--- src/rtl/matmul_pkg.sv ---
// Shared types and constants for the matrix-multiply controller.
package matmul_pkg;
  localparam int DW_DEF = 18;
  localparam int AW_DEF = 5;
  localparam int N_MAX  = 3;
  // Loop counters only ever reach N_MAX-1.
  localparam int CW     = $clog2(N_MAX + 1);

  typedef enum logic [1:0] {
    S_IDLE  = 2'd0,
    S_MAC   = 2'd1,
    S_WRITE = 2'd2,
    S_DONE  = 2'd3
  } state_e;
endpackage

--- src/rtl/matmul_mac.sv ---
// Signed multiply-accumulate with clear/enable and the output mapping f(acc).
// Build option: define MATMUL_SAT_EN to saturate f(acc) to DW bits;
// otherwise f(acc) truncates to the low DW bits.
module matmul_mac
  import matmul_pkg::*;
#(
  parameter int DW = DW_DEF
) (
  input  logic          clk,
  input  logic          rst,
  input  logic          clr,
  input  logic          en,
  input  logic [DW-1:0] a,
  input  logic [DW-1:0] b,
  output logic [DW-1:0] res
);
  localparam int PW  = 2 * DW;
  localparam int ACW = 2 * DW + 2;

  logic signed [PW-1:0]  a_x, b_x, prod;
  logic signed [ACW-1:0] acc_d, acc_q;

  // Operands sign-extended to full product width so the multiply is exact.
  assign a_x  = {{DW{a[DW-1]}}, a};
  assign b_x  = {{DW{b[DW-1]}}, b};
  assign prod = a_x * b_x;

  // Clear wins over accumulate; two guard bits absorb up to N_MAX products.
  always_comb begin
    acc_d = acc_q;
    if (clr)     acc_d = '0;
    else if (en) acc_d = acc_q + {{2{prod[PW-1]}}, prod};
  end

  // Accumulator register.
  always_ff @(posedge clk or posedge rst) begin
    if (rst) acc_q <= '0;
    else     acc_q <= acc_d;
  end

`ifdef MATMUL_SAT_EN
  // In range when every bit above the DW-bit sign position matches the sign.
  always_comb begin
    if (acc_q[ACW-1:DW-1] == {(ACW-DW+1){acc_q[ACW-1]}})
      res = acc_q[DW-1:0];
    else if (acc_q[ACW-1])
      res = {1'b1, {(DW-1){1'b0}}};
    else
      res = {1'b0, {(DW-1){1'b1}}};
  end
`else
  logic unused_acc_hi;
  assign unused_acc_hi = ^acc_q[ACW-1:DW];
  assign res = acc_q[DW-1:0];
`endif
endmodule

--- src/rtl/matmul_ctrl.sv ---
// Sequencer for C = A*B over NxN matrices in three single-port memories.
// Each C element takes N MAC cycles plus one WRITE cycle.
// Build option: MATMUL_SAT_EN (see matmul_mac) selects saturating output.
module matmul_ctrl
  import matmul_pkg::*;
#(
  parameter int N  = N_MAX,
  parameter int DW = DW_DEF,
  parameter int AW = AW_DEF
) (
  input  logic          clk,
  input  logic          rst,
  input  logic          start,
  input  logic          abort,
  input  logic [DW-1:0] data_a,
  input  logic [DW-1:0] data_b,
  output logic [AW-1:0] addr_a,
  output logic [AW-1:0] addr_b,
  output logic [AW-1:0] addr_c,
  output logic          rd_a,
  output logic          rd_b,
  output logic          wr_c,
  output logic [DW-1:0] data_c,
  output logic          busy,
  output logic          done
);
  localparam logic [CW-1:0] LAST = CW'(N - 1);
  localparam logic [AW-1:0] NA   = AW'(N);

  state_e        state_d, state_q;
  logic [CW-1:0] i_d, i_q, j_d, j_q, k_d, k_q;
  logic [DW-1:0] f_acc;
  logic          in_mac, in_wr;

  assign in_mac = (state_q == S_MAC);
  assign in_wr  = (state_q == S_WRITE);

  // Next-state and loop-index update.
  always_comb begin
    state_d = state_q;
    i_d     = i_q;
    j_d     = j_q;
    k_d     = k_q;
    case (state_q)
      S_IDLE: if (start) begin
        state_d = S_MAC;
        i_d = '0; j_d = '0; k_d = '0;
      end
      S_MAC: begin
        if (abort) begin
          state_d = S_IDLE;
          i_d = '0; j_d = '0; k_d = '0;
        end else if (k_q == LAST) state_d = S_WRITE;
        else                      k_d = k_q + CW'(1);
      end
      S_WRITE: begin
        if (abort) begin
          state_d = S_IDLE;
          i_d = '0; j_d = '0; k_d = '0;
        end else begin
          k_d     = '0;
          state_d = S_MAC;
          if (j_q == LAST) begin
            j_d = '0;
            if (i_q == LAST) begin
              i_d     = '0;
              state_d = S_DONE;
            end else i_d = i_q + CW'(1);
          end else j_d = j_q + CW'(1);
        end
      end
      S_DONE:  state_d = S_IDLE;
      default: state_d = S_IDLE;
    endcase
  end

  // Controller state register.
  always_ff @(posedge clk or posedge rst) begin
    if (rst) begin
      state_q <= S_IDLE;
      i_q     <= '0;
      j_q     <= '0;
      k_q     <= '0;
    end else begin
      state_q <= state_d;
      i_q     <= i_d;
      j_q     <= j_d;
      k_q     <= k_d;
    end
  end

  // Accumulator stays cleared outside MAC, so each C element starts from 0.
  matmul_mac #(.DW(DW)) u_mac (
    .clk (clk),
    .rst (rst),
    .clr (!in_mac),
    .en  (in_mac),
    .a   (data_a),
    .b   (data_b),
    .res (f_acc)
  );

  // Outputs decode only registered state, so reset zeroes them at once.
  assign rd_a   = in_mac;
  assign rd_b   = in_mac;
  assign addr_a = in_mac ? AW'(i_q) * NA + AW'(k_q) : '0;
  assign addr_b = in_mac ? AW'(k_q) * NA + AW'(j_q) : '0;
  assign wr_c   = in_wr;
  assign addr_c = in_wr ? AW'(i_q) * NA + AW'(j_q) : '0;
  assign data_c = in_wr ? f_acc : '0;
  assign busy   = in_mac | in_wr;
  assign done   = (state_q == S_DONE);
endmodule

--- config.mk ---
export PLATFORM = sky130hd
export DESIGN_NAME = matmul_ctrl
export DESIGN_NICKNAME = d
export VERILOG_FILES = /design/src/rtl/matmul_pkg.sv /design/src/rtl/matmul_mac.sv /design/src/rtl/matmul_ctrl.sv
export SDC_FILE = /design/constraint.sdc
export NUM_CORES = 1
export LEC_CHECK = 0
export ABC_AREA = 0
export CAP_MARGIN = 20
export CORE_ASPECT_RATIO = 1.5
export CORE_UTILIZATION = 60
export DETAILED_ROUTE_END_ITERATION = 12
export GPL_ROUTABILITY_DRIVEN = 0
export GPL_TIMING_DRIVEN = 1
export PLACE_DENSITY = 0.8
export REMOVE_ABC_BUFFERS = 1
export SLEW_MARGIN = 25
export SYNTH_ARGS = -nofsm -noshare
export SYNTH_HDL_FRONTEND = slang
export SYNTH_HIERARCHICAL = 1
export SYNTH_SLANG_ARGS = --single-unit
--- constraint.sdc ---
create_clock -name clk -period 2.75 [get_ports clk]
set_clock_uncertainty 0.1 [all_clocks]
set_input_delay 0.4125 -clock clk [delete_from_list [all_inputs] [get_ports clk]]
set_output_delay 0.4125 -clock clk [all_outputs]
set_load 0.02 [all_outputs]
# Word level (Yosys, flattened, before mapping)
# Cells that the tools add are included.
# W data, S select, Z words.
[totals]
register_bits = 46
input_bits = 40
out_inout_bits = 38
word_cells = 57
[op_classes]
n_addsub = 7
mul = 3
eq_ne = 11
muxes = 24
n_bitwise = 1
reduce_logical = 6
[ops]
columns = ["op", "count"]
rows = [
  ["$add A38 B38 Y38", 1],
  ["$mux W38", 1],
  ["$mul A18 B18 Y36", 1],
  ["$mux W2", 15],
  ["$mux W18", 1],
  ["$pmux W2 S3", 3],
  ["$add A4 B2 Y5", 3],
  ["$mux W5", 3],
  ["$eq A2 B2 Y1 const B", 5],
  ["$mul A2 B2 Y4 const B", 2],
  ["$pmux W2 S4", 1],
  ["$add A2 B1 Y2 const B", 3],
  ["$ne A3 B2 Y1 const B", 2],
  ["$reduce_and A3 Y1", 2],
  ["$ne A2 B2 Y1 const B", 2],
  ["$reduce_and A4 Y1", 1],
  ["$ne A3 B3 Y1 const B", 1],
  ["$reduce_bool A3 Y1", 1],
  ["$eq A2 B1 Y1 const B", 1],
  ["$logic_not A2 Y1", 1],
  ["$reduce_and A2 Y1", 1],
  ["$or A1 B1 Y1", 1],
]

# Logic depth before layout (Yosys ltp)
# Gate-level depths: netlist (run 1).
[depth]
word_depth = 5
mapped_depth = 30
depth_no_buf = 29

# Cells and area by module
# The synthesis (run 1) kept the hierarchy.
[modules_own_cells]
columns = ["module", "instances", "cells_per_inst", "area_per_inst_um2", "seq_area_each_um2"]
rows = [
  ["matmul_mac", 1, 753, 6695.2, 450.4],
  ["matmul_ctrl", 1, 126, 1053.5, 200.2],
]

# Worst setup path after synthesis (run 1)
# Ideal clock, no wire load.
[synth_path]
path_type = "input-to-reg"
from = "input port data_a[5]"
to = "register u_mac.acc_q[17]"
setup_time_ns = 0.087
t_arrival_ns = 6.341
required_time_ns = 2.563
slack_ns = -3.777
path_stages = 28
n_path_buf = 1
path_cell_list = "clkbuf_1 -> and2_1 -> fa_1 -> fa_1 -> ha_1 -> ha_1 -> ha_1 -> inv_1 -> fa_1 -> inv_1 -> ha_1 -> a21o_1 -> a21oi_1 -> o21bai_1 -> a21o_1 -> a21oi_1 -> nor2_1 -> nor2_1 -> xnor2_1 -> ha_1 -> a21o_1 -> or3_1 -> o22ai_1 -> a311oi_1 -> a211oi_1 -> xnor2_1 -> xnor2_1 -> a211oi_2"
[synth_via]
elab_chain_len = 3
[synth_rtl]
columns = ["element", "line", "text"]
rows = [
  ["start: declaration", "matmul_ctrl.sv:15", "input logic [DW-1:0] data_a,"],
  ["$mul A18 B18 Y36", "matmul_mac.sv:26", "assign prod = a_x * b_x;"],
  ["$add A38 B38 Y38", "matmul_mac.sv:32", "else if (en) acc_d = acc_q + {{2{prod[PW-1]}}, prod};"],
  ["$mux W38", "matmul_mac.sv:31", "if (clr) acc_d = '0;"],
  ["end signal: assignment", "matmul_mac.sv:37", "if (rst) acc_q <= '0;"],
  ["end signal: assignment", "matmul_mac.sv:38", "else acc_q <= acc_d;"],
  ["end: declaration", "matmul_mac.sv:21", "logic signed [ACW-1:0] acc_d, acc_q;"],
]
# Every way passes these cells.
# A chain may end at the register's enable or synchronous reset.

# Worst setup path in the final report (run 1)
[layout_path]
from = "input port data_b[1]"
to = "register u_mac.acc_q[17]"
[layout_via]
elab_chain_len = 3
[layout_rtl]
columns = ["element", "line", "text"]
rows = [
  ["start: declaration", "matmul_ctrl.sv:16", "input logic [DW-1:0] data_b,"],
  ["$mul A18 B18 Y36", "matmul_mac.sv:26", ""],
  ["$add A38 B38 Y38", "matmul_mac.sv:32", ""],
  ["$mux W38", "matmul_mac.sv:31", ""],
]
# Every way passes these cells.

==> results.py, run 1 <==
metrics = {
    "status": {
        "status": "complete, but fails checks",
        "violations": "negative setup slack",
    },
    "global_routing": {
        "antenna_found_initial": 0,
        "grt-ovfl-total": 0,
        "grt_use_total": 0.3922,
        "grt_max_degree": 26,
        "grt_pass1_wl_um": 39740,
        "grt_pass1_vias": 8111,
    },
    "worst_setup_path": {
        "max_stage_delay_ps": 920,
        "critical_path_class": "input port to register",
        "regToRegStartpoint": "u_mac/acc_q[0]",
        "cp_max_fo": 7,
        "cp.arrival_ps": 7280,
        "worstPathRequired_ps": 2790,
        "crit_path_top_delay_cell": "nor4_1",
        "critical_path.startpoint_type": "input port",
        "startpoint": "data_b[1]",
        "cp_common_cell": "fa_1",
        "crit_path_end_kind": "register",
    },
    "hold_path": {
        "hp-class": "input port to async pin",
    },
    "clock_tree": {
        "cts_max_level": 1,
        "cts_tree": "done",
        "root_buffer": "clkbuf_16",
        "clk_path_buf_depth": 2,
        "clk_latency_ps": 270,
        "cts_made_buffers": 3,
        "holdBufCountCts": 0,
        "clkSinkCount": 26,
        "clk_pin_slew_ps": 70,
    },
    "floorplan": {
        "chipWidth_um": 94.79,
        "rows": 50,
        "start_util": 0.6193,
        "boundaryPins": 78,
        "die_h_um": 141.2,
        "core_um2": 12510,
        "dieArea_um2": 13380,
    },
    "timing": {
        "max-slew-margin-rel": 0.2596,
        "rsz0062_at_grt": "true",
        "fin_setup_tns_ps": -41430,
        "setup_viol": 15,
        "finalCriticalPeriod_ps": 7246,
        "slew_violations": 0,
        "worst_slack_ps": -4496,
        "max_freq_ghz": 0.1380,
        "hold_violations": 0,
        "tightest_slew_ps": 1101,
        "period_share": 2.635,
    },
    "yosys": {
        "synth-seq-cells": 26,
        "seq_area_frac_synth": 0.08397,
        "synth_edf_count": 0,
        "synth_area_um2": 7749,
        "syn_area_per_cell_um2": 8.815,
        "yosysWarnings": 6,
        "syn_inst": 879,
        "synth_ff_type": "dfrtp_1",
        "async_flop_share": 1.000,
        "synth_cell_types": 60,
    },
    "route": {
        "drtAntennaViolNets": 0,
        "drc": 0,
        "wire_per_inst_um": 23.97,
        "vias": 7716,
        "drt_iter0_markers": 589,
        "drtPass1Iterations": 5,
        "vias_per_cell": 6.203,
        "routed_wl_um": 29820,
    },
    "placed_design": {
        "hpwl_um": 16220,
        "port_buffers": 76,
    },
    "flow_run": {
        "drv_cap": 0,
    },
    "finish": {
        "drive_gt1_frac": 0.3024,
        "layout_commonest_cell": "inv_1",
        "n_antenna_cell": 0,
        "synthToLayoutAreaGrowth_pct": 39.32,
        "final_nets": 1343,
        "final_cell_mix": "inv_1, buf_4, fa_1",
    },
}
==> area by class of cell <==
type | instances | area [um2]
inverters | 170 | 640.6
clock inverters | 1 | 30.03
flip-flops and latches | 26 | 650.6
clock buffers | 3 | 75.07
repair buffers | 232 | 2029
multi-input cells | 656 | 7174
well taps | 156 | 195.2
fillers | 599 | 1717
==> path summary, 6_finish.rpt <==
kind | to | slack (ps) | cells past startpoint
max | u_mac/acc_q[17] | -4500 | 26
min | j_q[1] | 330 | 2
max reg2reg | u_mac/acc_q[14] | -160 | 11
min reg2reg | u_mac/acc_q[0] | 470 | 2
max in group asynchronous | u_mac/acc_q[10] | 1480 | 2
min in group clk | u_mac/acc_q[0] | 470 | 2
==> cells in the mapped netlist (5+ instances only) <==
master,count,area [um2]
a211oi_1,7,52.55
a21o_1,11,82.58
a21oi_1,18,90.09
a31oi_1,5,31.28
and2_1,120,750.7
and2_2,7,52.55
clkbuf_1,20,75.07
dfrtp_1,26,650.6
fa_1,113,2262
ha_1,101,1264
inv_1,170,638.1
mux2i_1,9,90.09
nand2_1,75,281.5
nor2_1,38,142.6
nor2b_1,6,37.54
nor3_1,9,45.04
o21a_1,8,60.06
o21ai_0,8,40.04
o21ai_1,7,35.03
or3_1,5,31.28
xnor2_1,40,350.3
xor2_1,11,96.34
==> routing by layer <==
metal | wire length (um) | vias to the layer above | share of wire | track usage
met4 | 3224 | 0 | 0.11 | 0.2743
li1 | - | 3141 | - | -
met3 | 2722 | 272 | 0.091 | 0.07875
met2 | 14560 | 599 | 0.49 | 0.7001
met1 | 9309 | 3704 | 0.31 | 0.3973
met5 | 0 | - | 0 | 0
==> cells by family (layout without fill, tap and decap cells) <==
family | count (synthesis) | in the layout | synth area share
xor gates and xnor gates | 57 | 57 | 0.07331
adders and majority gates | 214 | 214 | 0.4550
other | 1 | 1 | 0.0004840
AOI/OAI and AO/OA | 91 | 91 | 0.08122
buffers and inverters | 197 | 406 | 0.09898
muxes | 9 | 9 | 0.01163
and+or+nand+nor | 284 | 284 | 0.1954
DFF | 26 | 26 | 0.08397
==> sequential cells by signal (all words and copies together), names as in the netlist <==
signal,flops
i_q,2
j_q,2
k_q,2
state_q,2
u_mac/acc_q,18
==> repair_timing <==
action                                  4_1_cts  5_1_grt
endpoints found under the setup margin       26       25
pin swaps                                   111       52
buffers inserted                             32       18
gates cloned                                  1        0
resized for setup                           260       70
==> metrics by stage <==
| step | util | hold slack, ps | setup slack, ps | std cells | cell area (um2) |
|---|---|---|---|---|---|
| after floorplan | - | 128.2 | -3644 | 852 | 7620 |
| after global placement | 0.7554 | 436.6 | -4388 | 1199 | 9452 |
| after detailed placement | 0.7554 | 446.1 | -4498 | 1199 | 9452 |
| after CTS | 0.8360 | 338.7 | -3492 | 1233 | 10460 |
| after global routing | 0.8628 | 375.1 | -4707 | 1244 | 10800 |
| final | 0.8628 | 326.8 | -4496 | 1244 | 10800 |
==> worst max-delay path, delay by kind of cell <==
family                     cells  cell delay [ps]
adders and majority gates      8             3350
buffers and inverters          8              860
xor gates and xnor gates       3              530
AOI/OAI and AO/OA              4              930
and+or+nand+nor                3             1180
Power of run 1 is left out: the tool's default activity adds up to more than one toggle a clock period on the data nets, which glitch-free logic cannot reach.
==> run 2, diff against run 1 <==
--- a/config.mk
+++ b/config.mk
@@ -5,7 +5,7 @@
 export SDC_FILE = /design/constraint.sdc
 export NUM_CORES = 1
 export LEC_CHECK = 0
-export ABC_AREA = 0
+export ABC_CLOCK_PERIOD_IN_PS = 2750
 export CAP_MARGIN = 20
 export CORE_ASPECT_RATIO = 1.5
 export CORE_UTILIZATION = 60
@@ -14,6 +14,7 @@
 export GPL_TIMING_DRIVEN = 1
 export PLACE_DENSITY = 0.8
 export REMOVE_ABC_BUFFERS = 1
+export SETUP_SLACK_MARGIN = 0.05
 export SLEW_MARGIN = 25
 export SYNTH_ARGS = -nofsm -noshare
 export SYNTH_HDL_FRONTEND = slang
==> run 2 against run 1 <==
  * The run still ends with negative setup slack left
  * Routed wire length down 0.84%
  * Global-route usage unchanged
  * Largest cell class unchanged
  * Utilization up 0.61 points
  * Worst hold slack better by 5.4 ps
  * Sequential share of layout area about the same
  * Via count about the same
  * Non-clock buffer count up 5
==> results.py, run 2 (synthesis gave the netlist of run 1 again) <==
metrics = {
    "timing": {
        "max-slew-margin-rel": 0.3055,
        "slew_violations": 0,
        "finalCriticalPeriod_ps": 7126,
        "max_freq_ghz": 0.1403,
        "tightest_slew_ps": 1032,
        "hold_violations": 0,
        "rsz0062_at_grt": "true",
        "period_share": 2.591,
        "setup_viol": 15,
        "worst_slack_ps": -4376,
    },
    "global_routing": {
        "grt_pass1_vias": 8111,
        "globalRouteMet1Util": 0.3973,
        "grt_pass1_wl_um": 39740,
        "grt_max_degree": 26,
        "grt_busiest_layer": "met2",
        "met2_usage": 0.7001,
        "grt_use_met3": 0.07875,
        "grt-ovfl-total": 0,
        "antenna_found_initial": 0,
        "grt_use_total": 0.3922,
    },
    "finish": {
        "largest_register_ffs": 18,
        "layout_commonest_cell": "inv_1",
        "fin_cells": 1249,
        "final_cell_mix": "inv_1, buf_4, fa_1",
        "drive_gt1_frac": 0.3083,
        "n_antenna_cell": 0,
        "synthToLayoutAreaGrowth_pct": 40.30,
        "largest_register": "u_mac/acc_q",
        "final_nets": 1348,
    },
    "floorplan": {
        "boundaryPins": 78,
        "core_um2": 12510,
        "die_h_um": 141.2,
        "rows": 50,
        "start_util": 0.6193,
        "chipWidth_um": 94.79,
        "dieArea_um2": 13380,
    },
    "hold_path": {
        "hp-class": "input port to async pin",
    },
    "worst_setup_path": {
        "critical-path-top-delay-family": "adder cells",
        "cp.buffers_inverters": 8,
        "cp.arrival_ps": 7170,
        "cp_max_fo": 7,
        "crit_path_top_delay_cell": "nor4_1",
        "critical_path_class": "input port to register",
        "worstPathRequired_ps": 2800,
        "crit_path_end_kind": "register",
        "max_stage_delay_ps": 870,
        "cp_common_cell": "fa_1",
        "critical_path.startpoint_type": "input port",
    },
    "clock_tree": {
        "cts_made_buffers": 3,
        "clk_path_buf_depth": 2,
        "root_buffer": "clkbuf_16",
        "cts_max_level": 1,
        "clk_pin_slew_ps": 70,
        "cts_tree": "done",
        "clkSinkCount": 26,
        "clk_latency_ps": 270,
    },
    "status": {
        "violations": "negative setup slack",
        "status": "complete, but fails checks",
    },
    "placed_design": {
        "hpwl_um": 16220,
        "port_buffers": 76,
        "dpl_worst_slack_ps": -4498,
        "dp.cells": 1199,
    },
    "route": {
        "vias_per_cell": 6.175,
        "drc": 0,
        "wire_per_inst_um": 23.67,
        "drt_iter0_markers": 659,
        "routed_wl_um": 29570,
        "drtAntennaViolNets": 0,
        "drtPass1Iterations": 5,
        "vias": 7712,
    },
    "flow_run": {
        "drv_cap": 0,
    },
}
==> run 2: repair_timing <==
| action | CTS | global route |
|---|---|---|
| setup endpoints to repair | 27 | 35 |
| resized for setup | 267 | 78 |
| buffers inserted | 32 | 22 |
| hold buffers | 0 | 0 |
| cloned | 1 | 0 |
| pin swaps | 111 | 58 |
==> run 2: routing by layer <==
layer  vias to the layer above  share of wire
met5                         -              0
met4                         0          0.098
met3                       262          0.087
met2                       589           0.50
met1                      3713           0.32
li1                       3148              -
==> run 2: worst paths after layout <==
kind / cells after the start / endpoint / startpoint / slack, ps
setup / recovery: 26 / u_mac/acc_q[17] / data_b[1] / -4380
hold / removal: 2 / j_q[1] / rst / 330
setup reg to reg: 11 / u_mac/acc_q[14] / u_mac/acc_q[0] / -120
hold reg to reg: 2 / u_mac/acc_q[0] / u_mac/acc_q[0] / 460
max in group asynchronous: 2 / u_mac/acc_q[10] / rst / 1470
min in group clk: 2 / u_mac/acc_q[0] / u_mac/acc_q[0] / 460
==> run 2: worst register-to-register path, cell delays in order, from the launching register on <==
cell      delay (ps)
dfrtp_1          390
ha_1             230
inv_1             70
fa_1             200
nor2b_1           70
o21ai_1          290
a21boi_4         120
o21ai_2          260
and2_1           270
a211oi_2         110
or3_4            390
a32o_1           260
==> run 2: through the flow <==
stage / instance area [um2] / hold slack (ps) / util / TNS [ps]
after floorplan: 7620 / 128.2 / - / -36930
after global placement: 9452 / 436.6 / 0.7554 / -49000
after detailed placement: 9452 / 446.1 / 0.7554 / -49920
after CTS: 10470 / 338.7 / 0.8368 / -35660
after global routing: 10870 / 372.7 / 0.8689 / -43520
final: 10870 / 332.2 / 0.8689 / -41520
==> run 2: area by class of cell <==
type                    instances  area (um2)
inverters                     170       640.6
multi-input cells             656        7192
fillers                       605        1640
clock inverters                 1       30.03
flip-flops and latches         26       650.6
well taps                     156       195.2
clock buffers                   3       75.07
repair buffers                237        2088
Power of run 2 is left out for the same reason.
==> edit 1 (config.mk and constraints of run 1) <==
Make the reset (`rst`) synchronous in 2 clocked blocks.
--- a/src/rtl/matmul_mac.sv
+++ b/src/rtl/matmul_mac.sv
@@ -33,7 +33,7 @@
   end
 
   // Accumulator register.
-  always_ff @(posedge clk or posedge rst) begin
+  always_ff @(posedge clk) begin
     if (rst) acc_q <= '0;
     else     acc_q <= acc_d;
   end
--- a/src/rtl/matmul_ctrl.sv
+++ b/src/rtl/matmul_ctrl.sv
@@ -75,7 +75,7 @@
   end
 
   // Controller state register.
-  always_ff @(posedge clk or posedge rst) begin
+  always_ff @(posedge clk) begin
     if (rst) begin
       state_q <= S_IDLE;
       i_q     <= '0;
Function: differs if rst is asserted again (counterexample within 4 cycles, from zero or initial values and one cycle with rst high); with rst held inactive, the same outputs for 10 cycles.
==> edit 1 against run 1 <==
The run still ends with setup timing left. Register-to-register slack worse by 0.59 ns. Sequential cell count stayed put. Area after synthesis fell by 2.4%. Setup slack improved by 0.31 ns. Routed wire length grew 5.1%. Design area decreased by 0.44%. Critical path type unchanged. Highest routed layer is now met5.
Power is left out: the tool's default activity adds up to more than one toggle a clock period on the data nets, which glitch-free logic cannot reach.
==> edit 1: results (changes against run 1) <==
status finished, violations left (unchanged); failing checks setup timing (unchanged); Multi-In Gates 654 (was 656); worst setup path endpoint u_mac/acc_q[17] (unchanged); final setup fails 18 (was 15); hold path start u_mac/acc_q[9]; fraction of area in multi-input gates 66.52% (was 66.46%); root buffer cell clkbuf_16 (unchanged); metal1 wirelength 9162 um (was 9309 um); DIE WIDTH 93.67 um (was 94.79 um); slowest CP cell fa_1 (was nor4_1); fill cell count 500 (was 599); largest net degree at the start of global routing 28 (was 26); First-pass DRT Iterations 7 (was 5); number of global-route vias before repair 8,227 (was 8,111); top cells by count, synth 169 x inv_1, 118 x and2_1, 113 x fa_1, 101 x ha_1, 77 x nand2_1 (was 170 x inv_1, 120 x and2_1, 113 x fa_1, 101 x ha_1, 75 x nand2_1); Layout clock area frac 0.9779% (was 0.9736%); final wirelength 31,340 um (was 29,820 um); worst-path fanout max 6 (was 7); Hold Crit Class reg -> reg (was in -> async); Setup crit start data_a[2] (was data_b[1]); antenna violations before repair 1 (was 0); Sequential Area 520.5 um^2 (was 650.6 um^2); Non-CTS buffers 246 (was 232); Max stage delay on crit path 0.59 ns (was 0.92 ns); post-CTS sizing 242 (was 260); placed inst area 0.009412 mm^2 (was 0.009452 mm^2); gr usage total 40.43% (was 39.22%); met3 GRT Util 6.831% (was 7.875%); Global Route met2 Usage 73.41% (was 70.01%); Post-Layout Inst Area 0.01075 mm^2 (was 0.01080 mm^2); Worst R2R Path Depth 12 (was 11); Synth area leaders fa_1 30%, ha_1 17%, and2_1 9.8% (was fa_1 29%, ha_1 16%, and2_1 9.7%); Worst R2R Setup Slack -0.75 ns (was -0.16 ns); Async SR Flop Fraction 0% (was 100.0%); met1 usage 37.12% (was 39.73%); layout cells sized above 1 32.82% (was 30.24%); first-pass GRT wire length 39,960 um (was 39,740 um); NumNets Final 1,355 (was 1,343); Rel. slew slack 52.76% (was 25.96%); DR iter-0 viols 856 (was 589); top routing layer in use met5 (was met4); DR vias 7,937 (was 7,716); HPWL Detailed 16,130 um (was 16,220 um); setup bufs post-CTS 24 (was 32); antenna cells 1 (was 0); minimum setup slack in the final design -4.186 ns (was -4.496 ns); sequential-to-total area share from yosys stat 6.882% (was 8.397%); Crit path arrival time 7.04 ns (was 7.28 ns); Worst R2R Start u_mac/acc_q[1] (was u_mac/acc_q[0]); Non-clock buffer share 19.90% (was 18.80%); met2 routed WL 15,000 um (was 14,560 um); Primary FF master, synth dfxtp_1 (was dfrtp_1)
[edit 1: cell count changes after synthesis, moves of 5 or more]
cell	before	now
dfrtp_1	26	0
dfxtp_1	0	26
a21o_1	11	4
o21ai_0	8	13
[edit 1: through the flow]
| step | hold slack, ns | std cells | setup WS [ns] | setup TNS [ns] |
|---|---|---|---|---|
| 3_5_place_dp | 0.3826 | 1213 | -4.479 | -49.75 |
| 3_3_place_gp | 0.3718 | 1213 | -4.231 | -47.86 |
| 2_1_floorplan | 0.3537 | 850 | -3.521 | -33.30 |
| 4_1_cts | 0.3948 | 1241 | -3.639 | -35.42 |
| 5_1_grt | 0.4428 | 1254 | -4.310 | -45.54 |
| 6_report | 0.4313 | 1254 | -4.186 | -43.49 |
[edit 1: kinds of logic after synthesis]
| group | synth area share (%) |
|---|---|
| fa+ha+maj | 46.62 |
| mux | 1.059 |
| other cells | 0.04958 |
| xor+xnor | 7.361 |
| buf+inv | 10.06 |
| flops | 6.882 |
| compound gates | 7.560 |
| simple gates | 20.41 |
==> edit 2 (config.mk and constraints of run 1) <==
Without the edit above. Change the package constant `DW_DEF` from 18 to 26.
--- a/src/rtl/matmul_pkg.sv
+++ b/src/rtl/matmul_pkg.sv
@@ -1,6 +1,6 @@
 // Shared types and constants for the matrix-multiply controller.
 package matmul_pkg;
-  localparam int DW_DEF = 18;
+  localparam int DW_DEF = 26;
   localparam int AW_DEF = 5;
   localparam int N_MAX  = 3;
   // Loop counters only ever reach N_MAX-1.
Ports: changed (resized data_a, data_b and data_c); port bits go from 78 to 102. No check against the original RTL was run, so the function may have changed too.
==> edit 2 against run 1 <==
The flow now stops in global routing (5_1_grt). Synthesized cell count increased by 88%. Area after synthesis is 84% higher.
==> edit 2: results (changes against run 1) <==
GRT Residual Overflow 2; Synth area leaders fa_1 37%, ha_1 14%, inv_1 10% (was fa_1 29%, ha_1 16%, and2_1 9.7%); H-tree depth 2 (was 1); largest net degree at the start of global routing 33; clock buffer depth 2 (unchanged); worst endpoint type register data pin; warning count from the yosys run 6 (unchanged); FF+latch count, synth 34 (was 26); sequential-to-total area share from yosys stat 5.983% (was 8.397%); Async SR Flop Fraction 100.0% (unchanged); CTS buffer count 5 (was 3); gr usage total 58.89%; port buffer count 100 (was 76); stop err [ERROR GRT-0232] Routing congestion too high. Check the congestion heatmap in the GUI.; last stage reached global routing (5_1_grt); Synth cell types 51 (was 60); Place WS -5.501 ns (was -4.498 ns); post-GRT worst EP u_mac/acc_q[25]$_DFFE_PP0P_/D; status stopped before the end (was finished, violations left); root buffer cell clkbuf_16 (unchanged); top cells by count, synth 380 x inv_1, 260 x fa_1, 211 x and2_1, 189 x nand2_1, 160 x ha_1 (was 170 x inv_1, 120 x and2_1, 113 x fa_1, 101 x ha_1, 75 x nand2_1); Primary FF master, synth dfrtp_1 (unchanged); HPWL Detailed 32,420 um (was 16,220 um)
## edit 2: routing by layer
layer / overflow / global-route usage (%)
met1: 0 / 53.88
met2: 2 / 83.65
met3: 0 / 37.82
met4: 0 / 63.08
met5: 0 / 6.303
## edit 2: cell families after synthesis
| kind of cell | after synthesis | share of synthesized area [%] |
|---|---|---|
| and+or+nand+nor | 510 | 18.19 |
| buffers and inverters | 444 | 11.88 |
| adders and majority gates | 420 | 50.68 |
| AOI/OAI and AO/OA | 132 | 5.904 |
| xor gates and xnor gates | 95 | 6.009 |
| DFF | 34 | 5.983 |
| muxes | 19 | 1.337 |
| other | 1 | 0.02637 |
## edit 2: what timing repair did
item,in CTS
setup endpoints to repair,35
gates resized for setup,523
cloned,2
pin swaps,208
setup buffers,83
## edit 2: per-stage QoR
stage / instance area, um^2 / instances
2_1_floorplan: 13960 / 1591
3_3_place_gp: 17010 / 2216
3_5_place_dp: 17010 / 2216
4_1_cts: 19110 / 2290
